[src/rtl/baseline_calib_ctrl.sv]
// baseline_calib_ctrl: measures the H-gain ADC baseline (or takes a host value)
// and hands it to the baseline-subtracting DSP stage with a one-cycle strobe.
module baseline_calib_ctrl #(
  parameter int SAMPLE_NUM_PER_CLK   = 8,
  parameter int SAMPLE_WIDTH         = 16,
  parameter int ADC_RESOLUTION_WIDTH = 12,
  parameter int TIMEOUT_CYCLES       = 1024
) (
  input  logic                                         ACLK,
  input  logic                                         ARESET,
  input  logic                                         START,
  input  logic                                         MANUAL_EN,
  input  logic signed [12:0]                           MANUAL_BASELINE,
  input  logic [3:0]                                   ACCUM_LOG2,
  input  logic [SAMPLE_NUM_PER_CLK*SAMPLE_WIDTH-1:0]   H_S_AXIS_TDATA,
  input  logic                                         H_S_AXIS_TVALID,
  output logic                                         SET_CONFIG,
  output logic signed [12:0]                           H_GAIN_BASELINE,
  output logic                                         BUSY,
  output logic                                         DONE,
  output logic                                         ERROR
);
  localparam int LANE_SH = $clog2(SAMPLE_NUM_PER_CLK);
  localparam int OFF     = SAMPLE_WIDTH - ADC_RESOLUTION_WIDTH;
  localparam int IW      = $clog2(TIMEOUT_CYCLES + 1);
  typedef enum logic [2:0] {IDLE, ACCUM, CALC, APPLY, SETTLE, FIN} state_t;
  state_t             state;
  logic [3:0]         k;
  logic [3:0]         k_clamp;
  logic signed [26:0] acc;
  logic signed [26:0] beat_sum;
  logic [12:0]        beat_cnt;
  logic [IW-1:0]      idle_cnt;
  logic               settle_cnt;
  logic               last_beat;
  logic signed [12:0] mean;
  logic               unused_lsbs;
  // lanes are left-justified, so the low bits below the ADC code carry nothing
  assign unused_lsbs = ^H_S_AXIS_TDATA;
  always_comb begin
    beat_sum = '0;
    for (int i = 0; i < SAMPLE_NUM_PER_CLK; i++)
      beat_sum = beat_sum + 27'($signed(H_S_AXIS_TDATA[i*SAMPLE_WIDTH+OFF +: ADC_RESOLUTION_WIDTH]));
  end
  assign k_clamp   = ACCUM_LOG2 > 4'd12 ? 4'd12 : ACCUM_LOG2;
  assign last_beat = beat_cnt == (13'd1 << k) - 13'd1;
  // arithmetic shift floors toward minus infinity, dividing by beats*lanes
  assign mean      = 13'(acc >>> (32'(k) + LANE_SH));
  always_ff @(posedge ACLK) begin
    if (ARESET) begin
      state           <= IDLE;
      SET_CONFIG      <= 1'b0;
      BUSY            <= 1'b0;
      DONE            <= 1'b0;
      ERROR           <= 1'b0;
      H_GAIN_BASELINE <= -13'sd1024;
      k               <= '0;
      acc             <= '0;
      beat_cnt        <= '0;
      idle_cnt        <= '0;
      settle_cnt      <= 1'b0;
    end else begin
      SET_CONFIG <= 1'b0;
      DONE       <= 1'b0;
      case (state)
        IDLE: if (START) begin
          BUSY <= 1'b1;
          if (MANUAL_EN) begin
            H_GAIN_BASELINE <= MANUAL_BASELINE;
            SET_CONFIG      <= 1'b1;
            state           <= APPLY;
          end else begin
            k        <= k_clamp;
            acc      <= '0;
            beat_cnt <= '0;
            idle_cnt <= '0;
            ERROR    <= 1'b0;
            state    <= ACCUM;
          end
        end
        ACCUM: if (H_S_AXIS_TVALID) begin
          acc      <= acc + beat_sum;
          beat_cnt <= beat_cnt + 13'd1;
          idle_cnt <= '0;
          if (last_beat) state <= CALC;
        end else begin
          idle_cnt <= idle_cnt + IW'(1);
          if (idle_cnt == IW'(TIMEOUT_CYCLES - 1)) begin
            ERROR <= 1'b1;
            BUSY  <= 1'b0;
            state <= IDLE;
          end
        end
        CALC: begin
          H_GAIN_BASELINE <= mean;
          SET_CONFIG      <= 1'b1;
          state           <= APPLY;
        end
        APPLY: begin
          settle_cnt <= 1'b0;
          state      <= SETTLE;
        end
        SETTLE: begin
          settle_cnt <= 1'b1;
          if (settle_cnt) begin
            DONE  <= 1'b1;
            state <= FIN;
          end
        end
        FIN: begin
          BUSY  <= 1'b0;
          state <= IDLE;
        end
        default: begin
          BUSY  <= 1'b0;
          state <= IDLE;
        end
      endcase
    end
  end
endmodule
[config.mk]
export PLATFORM = sky130hd
export DESIGN_NAME = baseline_calib_ctrl
export DESIGN_NICKNAME = d
export VERILOG_FILES = /design/src/rtl/baseline_calib_ctrl.sv
export SDC_FILE = /design/constraint.sdc
export NUM_CORES = 1
export LEC_CHECK = 0
export ABC_AREA = 1
export ABC_CLOCK_PERIOD_IN_PS = 6900
export CAP_MARGIN = 20
export CORE_UTILIZATION = 30
export DETAILED_ROUTE_END_ITERATION = 12
export SLEW_MARGIN = 20
export SYNTH_ARGS = -nofsm -noshare
export SYNTH_HDL_FRONTEND = slang
export SYNTH_SLANG_ARGS = --single-unit
[constraint.sdc]
create_clock -name ACLK -period 6.9 [get_ports ACLK]
set_input_delay 1.035 -clock ACLK [delete_from_list [all_inputs] [get_ports ACLK]]
set_output_delay 1.035 -clock ACLK [all_outputs]
set_load 0.01 [all_outputs]
==> results_dict.tcl <==
set metrics [dict create \
    antenna_left 0 \
    post_cts_hold_buffer_count 0 \
    floorplan.die.width_um 183.1 \
    startpoint_of_the_lowest_slack_hold_path "settle_cnt" \
    antenna_cells_inserted 0 \
    critPathMostFrequentCell "sky130_fd_sc_hd__inv_1" \
    synth_cell_types 40 \
    complex_gate_fraction_of_the_synthesized_area_pct 14.51 \
    ctsRootBufferMaster "sky130_fd_sc_hd__clkbuf_16" \
    placementRows 65 \
    dr.first_iter.drc_count 548 \
    most_repeated_cell_in_the_gate_level_netlist_after_synthesis "sky130_fd_sc_hd__nand2_1" \
    cap_viol_max_count 0 \
    holdPathEnd "DONE" \
    worstPathArrival_ps 6150 \
    required_ps 7090 \
    synth_enable_flop_cells 0 \
    area_growth_syn_to_layout_pct 21.17 \
    finalWeightedCongestion 0.8958 \
    setup_viol 0 \
    clock_transition_time_at_the_flip_flop_clock_pins_of_the_worst_setup_and_hold_paths_ps 60 \
    r2r-end "acc[12]" \
    hold_path.class "register to register" \
    numPortBuffers 134 \
    antenna_found_initial 0 \
    grt_first_pass_wirelength_mm 42.46 \
    finalCriticalPeriod_ps 5962 \
    synth_warn 0 \
    grt.overflow.total 0 \
    clock_tree_from_tritoncts "built" \
    yosysTopAreaCell "sky130_fd_sc_hd__fa_1" \
    dr.pass1.iters 5 \
    final_min_period_over_clock_period_pct 86.40 \
    syn_inst 1387 \
    synth.top_cell.area_share_pct 27.88 \
    status "completed" \
    total_nets_after_synthesis 1711 \
    final_max_slew_viol_count 0 \
    critical_path.reg2reg.startpoint "acc[2]" \
    avgRoutedWirePerCell_um 12.97 \
    residual_drc_count 0 \
    core_area_sq_mm 0.03188 \
    synth_top_family_by_area "adder cells" \
    slack_of_the_worst_reg_to_reg_path_ps 1880 \
    path_class "primary input to register" \
    worst_slew_margin_rel_pct 36.14 \
    worst_clock_skew_ps 10.16 \
    cp_cell_sequence "clkdlybuf4s50_1, inv_1, fa_1, inv_1, fa_1, fa_1, inv_1, fa_1, inv_1, ha_1, inv_1, fa_1, inv_1, nand3_1, nand2_1, a21boi_0, o21ai_0, a21boi_0, or2_2, nand3_1, a21oi_1" \
    worst_setup_margin_ps 938.3 \
    initial_utilization_pct 30.86 \
    cp_num_buf_inv 7 \
    tightest_slew_ps 957.9 \
    ioPinCount 167 \
    placement.setup.worst_slack_ps 627.9 \
    grt_start_max_net_pins 44 \
    post_synth_instance_area_sq_mm 0.009838 \
    worstHoldPathCells 2 \
    dieArea_sq_mm 0.03352 \
    layout.area.seq_sq_mm 0.001521 \
    synth.avg_cell_area_sq_um 7.093 \
    asyncSetResetFlopFracSynth_pct 0 \
    grt_usage_pct 15.71 \
    layout-drive-gt1-share_pct 4.310 \
    ys.flop_type "sky130_fd_sc_hd__dfxtp_1" \
    netlist_top_cells_area "sky130_fd_sc_hd__fa_1 (28%), sky130_fd_sc_hd__dfxtp_1 (15%), sky130_fd_sc_hd__nand2_1 (11%), sky130_fd_sc_hd__inv_1 (11%), sky130_fd_sc_hd__a21oi_1 (6.1%)" \
    finalWirelength_mm 25.20 \
    cts-resized-gates 0 \
    route.vias.total 9001 \
    max_clock_freq_ghz 0.1677 \
    die_h_um 183.1 \
    cpMaxStageDelayCell "sky130_fd_sc_hd__fa_1" \
    kind_of_start_point_of_the_critical_path "primary input" \
    worst-r2r-cell-count 18 \
    cts_htree_levels 3 \
    ys_seq_area_share_pct 15.46 \
    totalNegativeSetupSlack_ps 0 \
    critical-path-top-delay-family "adder cells" \
    final-hold-violation-count 0 \
    cp_slowest_stage_delay_ps 550 \
    synth_simple_gate_area_share_pct 22.97 \
    ctsLongestPathBuffers 2 \
    insertion_delay_ps 350 \
    tritoncts.num_buffers 9 \
    synth_adder_area_share_pct 32.58 \
    post-dp-hpwl_mm 20.97 \
    final_util_pct 37.39 \
    post_route_non_filler_standard_cell_count 1943 \
    numClockSinks 76 \
    crit_path_max_fanout 4 \
    netlist_top_cells_count "sky130_fd_sc_hd__nand2_1 (298), sky130_fd_sc_hd__inv_1 (277), sky130_fd_sc_hd__fa_1 (137), sky130_fd_sc_hd__a21oi_1 (120), sky130_fd_sc_hd__o21ai_0 (107)" \
    rsz0062_at_grt "no" \
    synth_mux_area_share_pct 0 \
    grt_pass1_vias 8920 \
    num-fill-cells 3415 \
    post_drt_via_cell_ratio 4.633 \
    numPlacedInstances 1927 \
    yosys_register_bits 76 \
    crit_path_end_kind "register" \
    area_used_by_multi_input_combinational_logic_sq_mm 0.007047 \
    cts.repair_timing.setup_buffer_count 0 \
    post_synth_xor_area_fraction_pct 1.513 \
    net_total_in_the_final_layout 1827 \
]
[registers in the layout (all words and copies together), names as in the netlist]
name	cells
ERROR	1
BUSY	1
idle_cnt	11
settle_cnt	1
DONE	1
beat_cnt	13
k	4
state	3
H_GAIN_BASELINE	13
SET_CONFIG	1
acc	27
[per-stage QoR]
| step | hold WS [ps] | area [sq um] |
|---|---|---|
| floorplan | 437.1 | 9838 |
| global placement | 457.3 | 11600 |
| detailed placement | 463.9 | 11600 |
| CTS | 474.1 | 11920 |
| global route | 497.1 | 11920 |
| finish | 470.9 | 11920 |
[layout make-up]
class / count / area share (%)
timing repair buffer: 143 / 11.78
multi-input combinational: 985 / 59.11
clock buffer: 9 / 1.889
clock inverter: 7 / 0.8186
sequential: 76 / 12.76
tap: 435 / 4.566
inverter: 288 / 9.079
[worst reg2reg max path: stages (launching register included)]
cell                       delay, ps
sky130_fd_sc_hd__dfxtp_1         450
sky130_fd_sc_hd__fa_1            480
sky130_fd_sc_hd__fa_1            480
sky130_fd_sc_hd__fa_1            490
sky130_fd_sc_hd__inv_1            50
sky130_fd_sc_hd__fa_1            470
sky130_fd_sc_hd__inv_1            70
sky130_fd_sc_hd__ha_1            220
sky130_fd_sc_hd__inv_1            90
sky130_fd_sc_hd__fa_1            370
sky130_fd_sc_hd__inv_1            90
sky130_fd_sc_hd__nand3_1          70
sky130_fd_sc_hd__nand2_1         200
sky130_fd_sc_hd__a21boi_0        230
sky130_fd_sc_hd__o21ai_0         460
sky130_fd_sc_hd__a21boi_0        190
sky130_fd_sc_hd__or2_2           310
sky130_fd_sc_hd__nand3_1          70
sky130_fd_sc_hd__a21oi_1          60
[layer usage]
metal / wire length (um) / global-route usage (%) / vias up
li1: - / - / 4560
met1: 11290 / 19.73 / 4251
met5: 0 / 0 / -
met2: 12840 / 28.73 / 166
met4: 335 / 3.733 / 0
met3: 737 / 1.549 / 24
[worst max-delay path by stage]
stage / startpoint / to / slack [ps] / cells past startpoint
final: H_S_AXIS_TDATA[6] / acc[12] / 940 / 21
after global routing: H_S_AXIS_TDATA[6] / acc[12] / 660 / 21
after CTS: H_S_AXIS_TDATA[6] / acc[12] / 950 / 21
after detailed placement: H_S_AXIS_TDATA[15] / acc[26] / 630 / 21
after global placement: H_S_AXIS_TDATA[6] / acc[12] / 670 / 21
after floorplan: H_S_AXIS_TDATA[15] / acc[20] / 1480 / 17
[cells by family after synthesis]
| group | after synthesis |
|---|---|
| xor gates and xnor gates | 17 |
| DFF | 76 |
| and+or+nand+nor | 525 |
| AOI/OAI and AO/OA | 269 |
| adders and majority gates | 174 |
| buffers and inverters | 326 |
[layout by cell type (no fill, tap or decap), types with 3 or more instances in the layout]
cell                              count
sky130_fd_sc_hd__inv_1              277
sky130_fd_sc_hd__clkdlybuf4s50_1    133
sky130_fd_sc_hd__o21ai_0            107
sky130_fd_sc_hd__o211ai_1             9
sky130_fd_sc_hd__nor2_2               6
sky130_fd_sc_hd__or2_2               16
sky130_fd_sc_hd__clkinv_1             3
sky130_fd_sc_hd__nand2_1            298
sky130_fd_sc_hd__o21a_1               3
sky130_fd_sc_hd__o21bai_1             6
sky130_fd_sc_hd__xnor2_1              7
sky130_fd_sc_hd__inv_2                7
sky130_fd_sc_hd__clkbuf_16            9
sky130_fd_sc_hd__a31oi_1              3
sky130_fd_sc_hd__nand4_1             13
sky130_fd_sc_hd__o21ai_1              8
sky130_fd_sc_hd__buf_4                9
sky130_fd_sc_hd__nor2_1              74
sky130_fd_sc_hd__xor2_1              10
sky130_fd_sc_hd__nand2_2              3
sky130_fd_sc_hd__nor4_1               4
sky130_fd_sc_hd__nor3_1              17
sky130_fd_sc_hd__dfxtp_1             76
sky130_fd_sc_hd__fa_1               137
sky130_fd_sc_hd__a21boi_0             3
sky130_fd_sc_hd__ha_1                37
sky130_fd_sc_hd__a21o_1               4
sky130_fd_sc_hd__nand3_1             85
sky130_fd_sc_hd__a21oi_1            120
Power is left out: the tool's default activity adds up to more than one toggle a clock period on the data nets, which glitch-free logic cannot reach.
